==> src/rtl/cpu_types_pkg.sv <==
// Shared CPU datapath types used by the register file and its scoreboard.
package cpu_types_pkg;

  localparam int RF_NREGS_DEFAULT = 32;
  localparam int WORD_W           = 32;

  typedef logic [WORD_W-1:0]                   word_t;
  typedef logic [$clog2(RF_NREGS_DEFAULT)-1:0] regbits_t;

endpackage

==> src/rtl/rf_scoreboard.sv <==
// Per-register busy bits tracking in-flight destinations (WAW hazard detection).
module rf_scoreboard
  import cpu_types_pkg::*;
#(
  parameter int NREGS  = RF_NREGS_DEFAULT,
  parameter int NWRITE = 2,
  localparam int AW    = $clog2(NREGS)
) (
  input  logic                       clk,
  input  logic                       rst,
  input  logic [NWRITE-1:0]          wen,
  input  logic [NWRITE-1:0][AW-1:0]  wsel,
  input  logic                       issue_en,
  input  logic [AW-1:0]              issue_sel,
  output logic                       issue_ok,
  output logic [NREGS-1:0]           busy
);

  logic [NREGS-1:0] busy_q;
  logic [NREGS-1:0] busy_d;
  logic             wr_hit;

  // issue_en/issue_ok act as valid/ready: an issue is taken only in a cycle
  // where both are high; a stalled requester holds issue_en and retries.
  always_comb begin
    wr_hit = 1'b0;
    for (int j = 0; j < NWRITE; j++) begin
      if (wen[j] && (wsel[j] == issue_sel)) wr_hit = 1'b1;
    end
    issue_ok = (issue_sel == '0) || (issue_en && (!busy_q[issue_sel] || wr_hit));
  end

  // Completing writes clear first so a same-cycle accepted issue wins.
  always_comb begin
    busy_d = busy_q;
    for (int j = 0; j < NWRITE; j++) begin
      if (wen[j]) busy_d[wsel[j]] = 1'b0;
    end
    if (issue_ok && (issue_sel != '0)) busy_d[issue_sel] = 1'b1;
    busy_d[0] = 1'b0;
  end

  always_ff @(posedge clk) begin
    if (rst) busy_q <= '0;
    else     busy_q <= busy_d;
  end

  assign busy = busy_q;

endmodule

==> src/rtl/multiport_register_file.sv <==
// Multi-ported register file with a busy-bit scoreboard; register 0 is hardwired to zero.
// Define MULTIPORT_RF_BYPASS_EN to forward same-cycle write data to the read ports.
module multiport_register_file
  import cpu_types_pkg::*;
#(
  parameter int DATA_W = $bits(word_t),
  parameter int NREGS  = RF_NREGS_DEFAULT,
  parameter int NREAD  = 2,
  parameter int NWRITE = 2,
  localparam int AW    = $clog2(NREGS)
) (
  input  logic                          clk,
  input  logic                          RST,
  input  logic [NREAD-1:0][AW-1:0]      rsel,
  output logic [NREAD-1:0][DATA_W-1:0]  rdat,
  output logic [NREAD-1:0]              rbusy,
  input  logic [NWRITE-1:0]             wen,
  input  logic [NWRITE-1:0][AW-1:0]     wsel,
  input  logic [NWRITE-1:0][DATA_W-1:0] wdat,
  input  logic                          issue_en,
  input  logic [AW-1:0]                 issue_sel,
  output logic                          issue_ok
);

  logic [DATA_W-1:0] regs_q [NREGS];
  logic [DATA_W-1:0] regs_d [NREGS];
  logic [NREGS-1:0]  busy;

  rf_scoreboard #(
    .NREGS  (NREGS),
    .NWRITE (NWRITE)
  ) u_scoreboard (
    .clk       (clk),
    .rst       (RST),
    .wen       (wen),
    .wsel      (wsel),
    .issue_en  (issue_en),
    .issue_sel (issue_sel),
    .issue_ok  (issue_ok),
    .busy      (busy)
  );

  // Ascending port order lets the highest-indexed writer win a collision.
  always_comb begin
    regs_d = regs_q;
    for (int j = 0; j < NWRITE; j++) begin
      if (wen[j]) regs_d[wsel[j]] = wdat[j];
    end
    regs_d[0] = '0;
  end

  always_ff @(posedge clk) begin
    if (RST) regs_q <= '{default: '0};
    else     regs_q <= regs_d;
  end

  always_comb begin
    for (int i = 0; i < NREAD; i++) begin
      rdat[i]  = regs_q[rsel[i]];
      rbusy[i] = busy[rsel[i]];
`ifdef MULTIPORT_RF_BYPASS_EN
      for (int j = 0; j < NWRITE; j++) begin
        if (wen[j] && (wsel[j] == rsel[i]) && (rsel[i] != '0)) begin
          rdat[i]  = wdat[j];
          rbusy[i] = 1'b0;
        end
      end
`endif
    end
  end

endmodule

==> config.mk <==
export PLATFORM = sky130hd
export DESIGN_NAME = multiport_register_file
export DESIGN_NICKNAME = d
export VERILOG_FILES = /design/src/rtl/cpu_types_pkg.sv /design/src/rtl/rf_scoreboard.sv /design/src/rtl/multiport_register_file.sv
export SDC_FILE = /design/constraint.sdc
export NUM_CORES = 2
export LEC_CHECK = 0
export CAP_MARGIN = 10
export CORE_UTILIZATION = 32
export CTS_BUF_LIST = sky130_fd_sc_hd__clkbuf_8 sky130_fd_sc_hd__clkbuf_16
export DETAILED_ROUTE_END_ITERATION = 10
export GPL_TIMING_DRIVEN = 0
export PLACE_DENSITY = 0.46
export SYNTH_ARGS = -nofsm -noshare
export SYNTH_HDL_FRONTEND = slang
export SYNTH_SLANG_ARGS = --single-unit
export TNS_END_PERCENT = 50
==> constraint.sdc <==
create_clock -name clk -period 5.5 [get_ports clk]
set_input_delay 1.65 -clock clk [delete_from_list [all_inputs] [get_ports clk]]
set_output_delay 1.65 -clock clk [all_outputs]
set_load 0.01 [all_outputs]
After elaboration in Yosys (flattened, before gate mapping):

Cells that the tools add are included.

* memories: 0
* memory bits (writable): 0
* output and inout port bits: 67
* ROM bits: 0
* input port bits: 94
* register bits: 1056
* latch bits: 0
* logic and storage cells: 104

* shift operators: 0
* reduce and logical (&&, ||, !) cells: 14
* bitwise gates (word level): 9
* $add $sub $neg: 0
* multiply operators: 0
* magnitude comparators: 14
* muxes and demuxes: 31
* equality and inequality tests: 2
* div/mod/pow operators: 0

Operator list (count)
* 1024-bit bitwise mux: 2
* 1024-bit two-way mux: 1
* 992-bit two-way mux: 1
* 32-bit binary-select mux with 5-bit select: 2
* 32-bit demux with 5-bit select: 2
* 32-bit two-way mux: 9
* 32-bit AND: 2
* 32-bit inverter: 2
* 32-bit bitwise OR: 1
* 5-bit by 6-bit < comparator with 1-bit output (second input constant): 5
* 6-bit >= comparator (second input constant): 4
* 5-bit inverter with 6-bit output: 4
* 1-bit binary-select mux with 5-bit select: 3
* 1-bit demux with 5-bit select: 3
* 5-bit by 1-bit >= comparator with 1-bit output (second input constant): 3
* 6-bit by 1-bit < comparator with 1-bit output (second input constant): 2
* 5-bit equality test: 2
* 1-bit logical AND: 9
* 1-bit two-way mux: 8
* 5-bit logical NOT: 1
* 5-bit nonzero test: 1
* 1-bit logical OR: 2
* 1-bit logical NOT: 1

Longest topological paths before layout:

* word-level depth: 11
* gate-level depth with buffers: 8
* depth with buffers taken out: 5

Modules after synthesis:

From an unflattened synthesis, not the netlist that was laid out.

* cells, all modules: 7310
* area total of the unflattened synthesis: 63817.5 µm²

By module, submodules not included
* multiport_register_file: cells an instance 7004, sequential area each 19859.0 µm², area an instance 61350.1 µm², instances 1
* rf_scoreboard: cells an instance 306, sequential area each 620.6 µm², area an instance 2467.4 µm², instances 1

Worst setup path after synthesis:

Ideal clock, no wire load.

* path kind: input to output
* start point: input port rsel[6] (netlist bit)
* end point: output port rbusy[1]
* arrival: 3532 ps
* stages on the path: 6
* buffers on the path: 3
* slack: 318 ps
* required time: 3850 ps
* path through: buf_2 -> clkbuf_1 -> buf_1 -> mux4_2 -> mux4_2 -> mux2_2

* word-level cells in the longest chain between the ends: 2

Ends and longest elaborated chain
* from (decl): RTL line multiport_register_file.sv:14 `input logic [NREAD-1:0][AW-1:0] rsel,`
* 1-bit binary-select mux with 5-bit select: RTL line multiport_register_file.sv:60 `rbusy[i] = busy[rsel[i]];`
* 1-bit two-way mux (not written as such): RTL line multiport_register_file.sv:60
* to (decl): RTL line multiport_register_file.sv:16 `output logic [NREAD-1:0] rbusy,`

Every way passes these cells. The select of a mux whose other input is x is not followed.

==> Implementation_results.wiki <==
{| class="wikitable"
! Metric !! Value
|-
| Count of cells along the worst register-to-register path || 6
|-
| Yosys cell types || 48
|-
| Die outline width || 444 um
|-
| Post-layout instance area || 74,100 um2
|-
| Power per Cell Area || 255 nW/um2
|-
| Area enclosed by the die boundary || 197,000 um2
|-
| Worst slew margin relative to its limit || 23.4%
|-
| Number of buffer and inverter stages on the critical path || 6
|-
| Number of hold buffers added after cts || 0
|-
| Run status || complete, but fails checks
|-
| Clk root buf || clkbuf_16
|-
| Setup slack at placement || -2.53 ns
|-
| Final Wtd Congestion || 1.01
|-
| Violations in the final reports || negative setup slack
|-
| Wire length after detailed routing || 314 mm
|-
| Average wire per cell in the routed design || 35.0 um
|-
| Growth of design area from synthesis to finish || 18.7%
|-
| Total core area || 193,000 um2
|-
| RSZ-0062 raised after global routing || true
|-
| Switching Power || 5.49 mW
|-
| Logic pwr share || 13.2%
|-
| Post-synthesis area per instance || 10.4 um2
|-
| Final setup viols || 61
|-
| Class of the worst hold path || reg -> reg
|-
| Crit-path leading delay family || multiplexers
|-
| Achievable clock frequency || 177 MHz
|-
| Vias post-DR || 54,800
|-
| Kind of capture point of the worst setup path || output port
|-
| Ratio of cells with drive above 1 in the final layout || 20.6%
|-
| Design internal power || 13.4 mW
|-
| Total standard cell area after synthesis || 62,500 um2
|-
| Standard-cell rows || 161
|-
| Flop and latch count out of synthesis || 1,023
|-
| Register-to-register setup slack || 3.13 ns
|-
| Cell area reported after detailed placement || 67,200 um2
|-
| Detail Route Antenna Nets || 0
|-
| Clk buf depth || 3
|-
| Critical Path Slowest Stage Cell || mux4_2
|-
| Count of placed standard cells in the final layout, fillers left out || 8,986
|-
| Clock buffers created by TritonCTS || 131
|-
| Number of violations of the max-capacitance limit || 0
|-
| Worst IR Drop VDD || 293 uV
|-
| Largest clock skew in the final design || 0.0137 ns
|-
| Worst path required time || 3.85 ns
|-
| # port buffers || 145
|-
| Critical path arrival || 4.00 ns
|-
| Highest net fanout along the worst path || 6
|-
| Count of yosys warnings during synthesis || 0
|-
| Ports placed on the boundary || 161
|-
| Depth of the worst hold-timing path || 2
|-
| Sum of overflow across all layers after global routing || 0
|-
| Global Route Usage Sum || 31.1%
|-
| Main flop type after synthesis || dfxtp_1
|-
| Nets in the synthesized netlist || 6,096
|-
| TritonCTS clock tree || built
|-
| Max Transition Viols Final || 0
|-
| Post-route DRC || 0
|-
| Smallest setup slack after layout || -0.155 ns
|-
| H-Tree Level Count || 4
|-
| Reg-to-reg critical path endpoint || u_scoreboard.busy[19]
|-
| Cell-by-cell listing of the critical path || buf_16 > buf_16 > buf_12 > buf_16 > buf_6 > mux4_2 > mux4_2 > mux2_4 > buf_6
|-
| Antenna violations before repair || 12
|-
| Final worst-path cycle share || 103%
|-
| Clock latency on the worst-skew pair || 0.82 ns
|-
| Most common cell after layout, fill and taps aside || nor2_1
|-
| Hold violation total from the final report || 0
|-
| Leakage power || 28.4 nW
|-
| Most prevalent standard cell on the critical path || buf_16
|-
| Slowest cell delay on critical path || 0.60 ns
|-
| Post-placement cell count || 8,683
|-
| Actual slew at the worst max-slew pin || 1.15 ns
|-
| Worst setup path class || in -> out
|-
| Clock power frac || 46.2%
|-
| # clock sinks || 1,023
|-
| Net count of the finished layout || 6,443
|-
| DRT iter0 DRCs || 6,557
|-
| Power after layout || 18.9 mW
|-
| Fin Hold WS || 0.502 ns
|-
| Part of the Yosys area used for sequential elements || 32.8%
|-
| CP Launch Type || input port
|-
| Post-synth ARST share || 0%
|-
| Cells after Synth || 6,002
|-
| Die span in y || 444 um
|-
| Highest-count cells in the layout ignoring fill and taps || nor2_1 (1,034), dfxtp_1 (1,023), mux2i_1 (934)
|-
| Power share of the sequential group || 40.6%
|-
| Via density || 6.10
|-
| Detailed placement HPWL || 254 mm
|-
| Minimum clock period after layout || 5.65 ns
|-
| Hold path endpoint || regs_q[121]
|-
| Number of synthesized flops with an enable pin || 0
|-
| Clock slew at reported path FFs || 0.06 ns
|-
| Detailed-router iteration count before antenna repair || 8
|-
| Initial core utilization || 32.3%
|-
| Launch point of the worst reg-to-reg path || u_scoreboard.busy[2]
|-
| Via count of the first global-routing pass || 54,900
|-
| Hold path startpoint || regs_q[121]
|-
| Proportion of total power due to net switching || 29.0%
|-
| First-pass GRT wire length || 431 mm
|-
| Pin count of the biggest net entering global routing || 17
|}
## synth_stat cells, drive strengths merged, types with 10 or more instances
master     n  share of area, %
clkbuf   608               3.7
mux2     132               2.4
nor2    1038               6.3
o211ai    31              0.37
nand3     51              0.41
a211oi   929                11
mux4     599                22
and4      18              0.25
a21oi     31              0.25
a22o      66              0.93
buf      225               2.0
mux2i    934                15
xnor2     10              0.14
nand3b    13              0.16
nand2    152              0.91
dfxtp   1023                33
a311oi    63              0.88
## worst reg2reg max path, stage by stage (launching register included)
cell and delay [ns]:
dfxtp_1 0.39, mux4_2 0.50, a21oi_1 0.19, o211a_1 0.28, clkbuf_1 0.70, o211ai_1 0.15
nand2_1 0.10
## repair_timing
| item | CTS | global route |
|---|---|---|
| gates resized for setup | 828 | 19 |
| setup endpoints to repair | 67 | 65 |
| setup buffers | 40 | 9 |
| gates cloned | 18 | 2 |
## cells by family after synthesis
group	count (synthesis)	synth area share (%)
AO/OA/AOI/OAI	1145	13.9
XOR/XNOR	10	0.140
buffers and inverters	837	5.65
flip-flops	1023	32.8
multiplexers	1665	38.9
AND/OR/NAND/NOR	1322	8.54
## worst max-delay path by stage
stage	start	end	slack, ns	cells after the start
floorplan	rsel[6]	rbusy[1]	0.32	6
global placement	rsel[6]	rdat[32]	-3.20	8
detailed placement	rsel[1]	rdat[31]	-2.53	9
CTS	rsel[0]	rdat[20]	-0.12	9
global route	rsel[6]	rdat[52]	-0.09	10
finish	rsel[5]	rdat[54]	-0.15	9
## power by group through the flow
stage | registers [mW] | clock network [mW] | logic (mW)
after floorplan | 7.79 | 0 | 1.23
after global placement | 7.83 | 0 | 2.17
after detailed placement | 7.83 | 0 | 2.19
after CTS | 7.67 | 8.78 | 2.44
after global routing | 7.69 | 9.09 | 2.54
final | 7.68 | 8.73 | 2.49
## sequential cells by signal (all words and copies together), names as in the netlist
register           count
regs_q               992
u_scoreboard.busy     31
## metal layers
metal  vias to the layer above  share of wire [%]  GRT usage [%]
li1                      23500                  -              -
met1                     28200                 42           40.7
met2                      2556                 45           49.1
met3                       566                7.1           5.07
met4                         6                5.9           16.4
met5                         -              0.014              0
## layout make-up
class | instances | area [um2]
antenna | 14 | 35.0
buffer | 829 | 4780
clock buffer | 161 | 3720
clock inverter | 69 | 489
fill | 19000 | 119000
inverter | 4 | 15.0
multi-input combinational | 4142 | 38700
sequential | 1023 | 20500
tap | 2526 | 3160
timing repair buffer | 218 | 2690
## through the flow
step                setup TNS, ns  util (%)
floorplan                       0         -
global placement          -191.02      34.7
detailed placement        -156.03      34.8
CTS                         -2.85      38.4
global route                -2.30      38.3
finish                      -3.70      38.4
No activity file was read; power rests on OpenSTA's default activity.
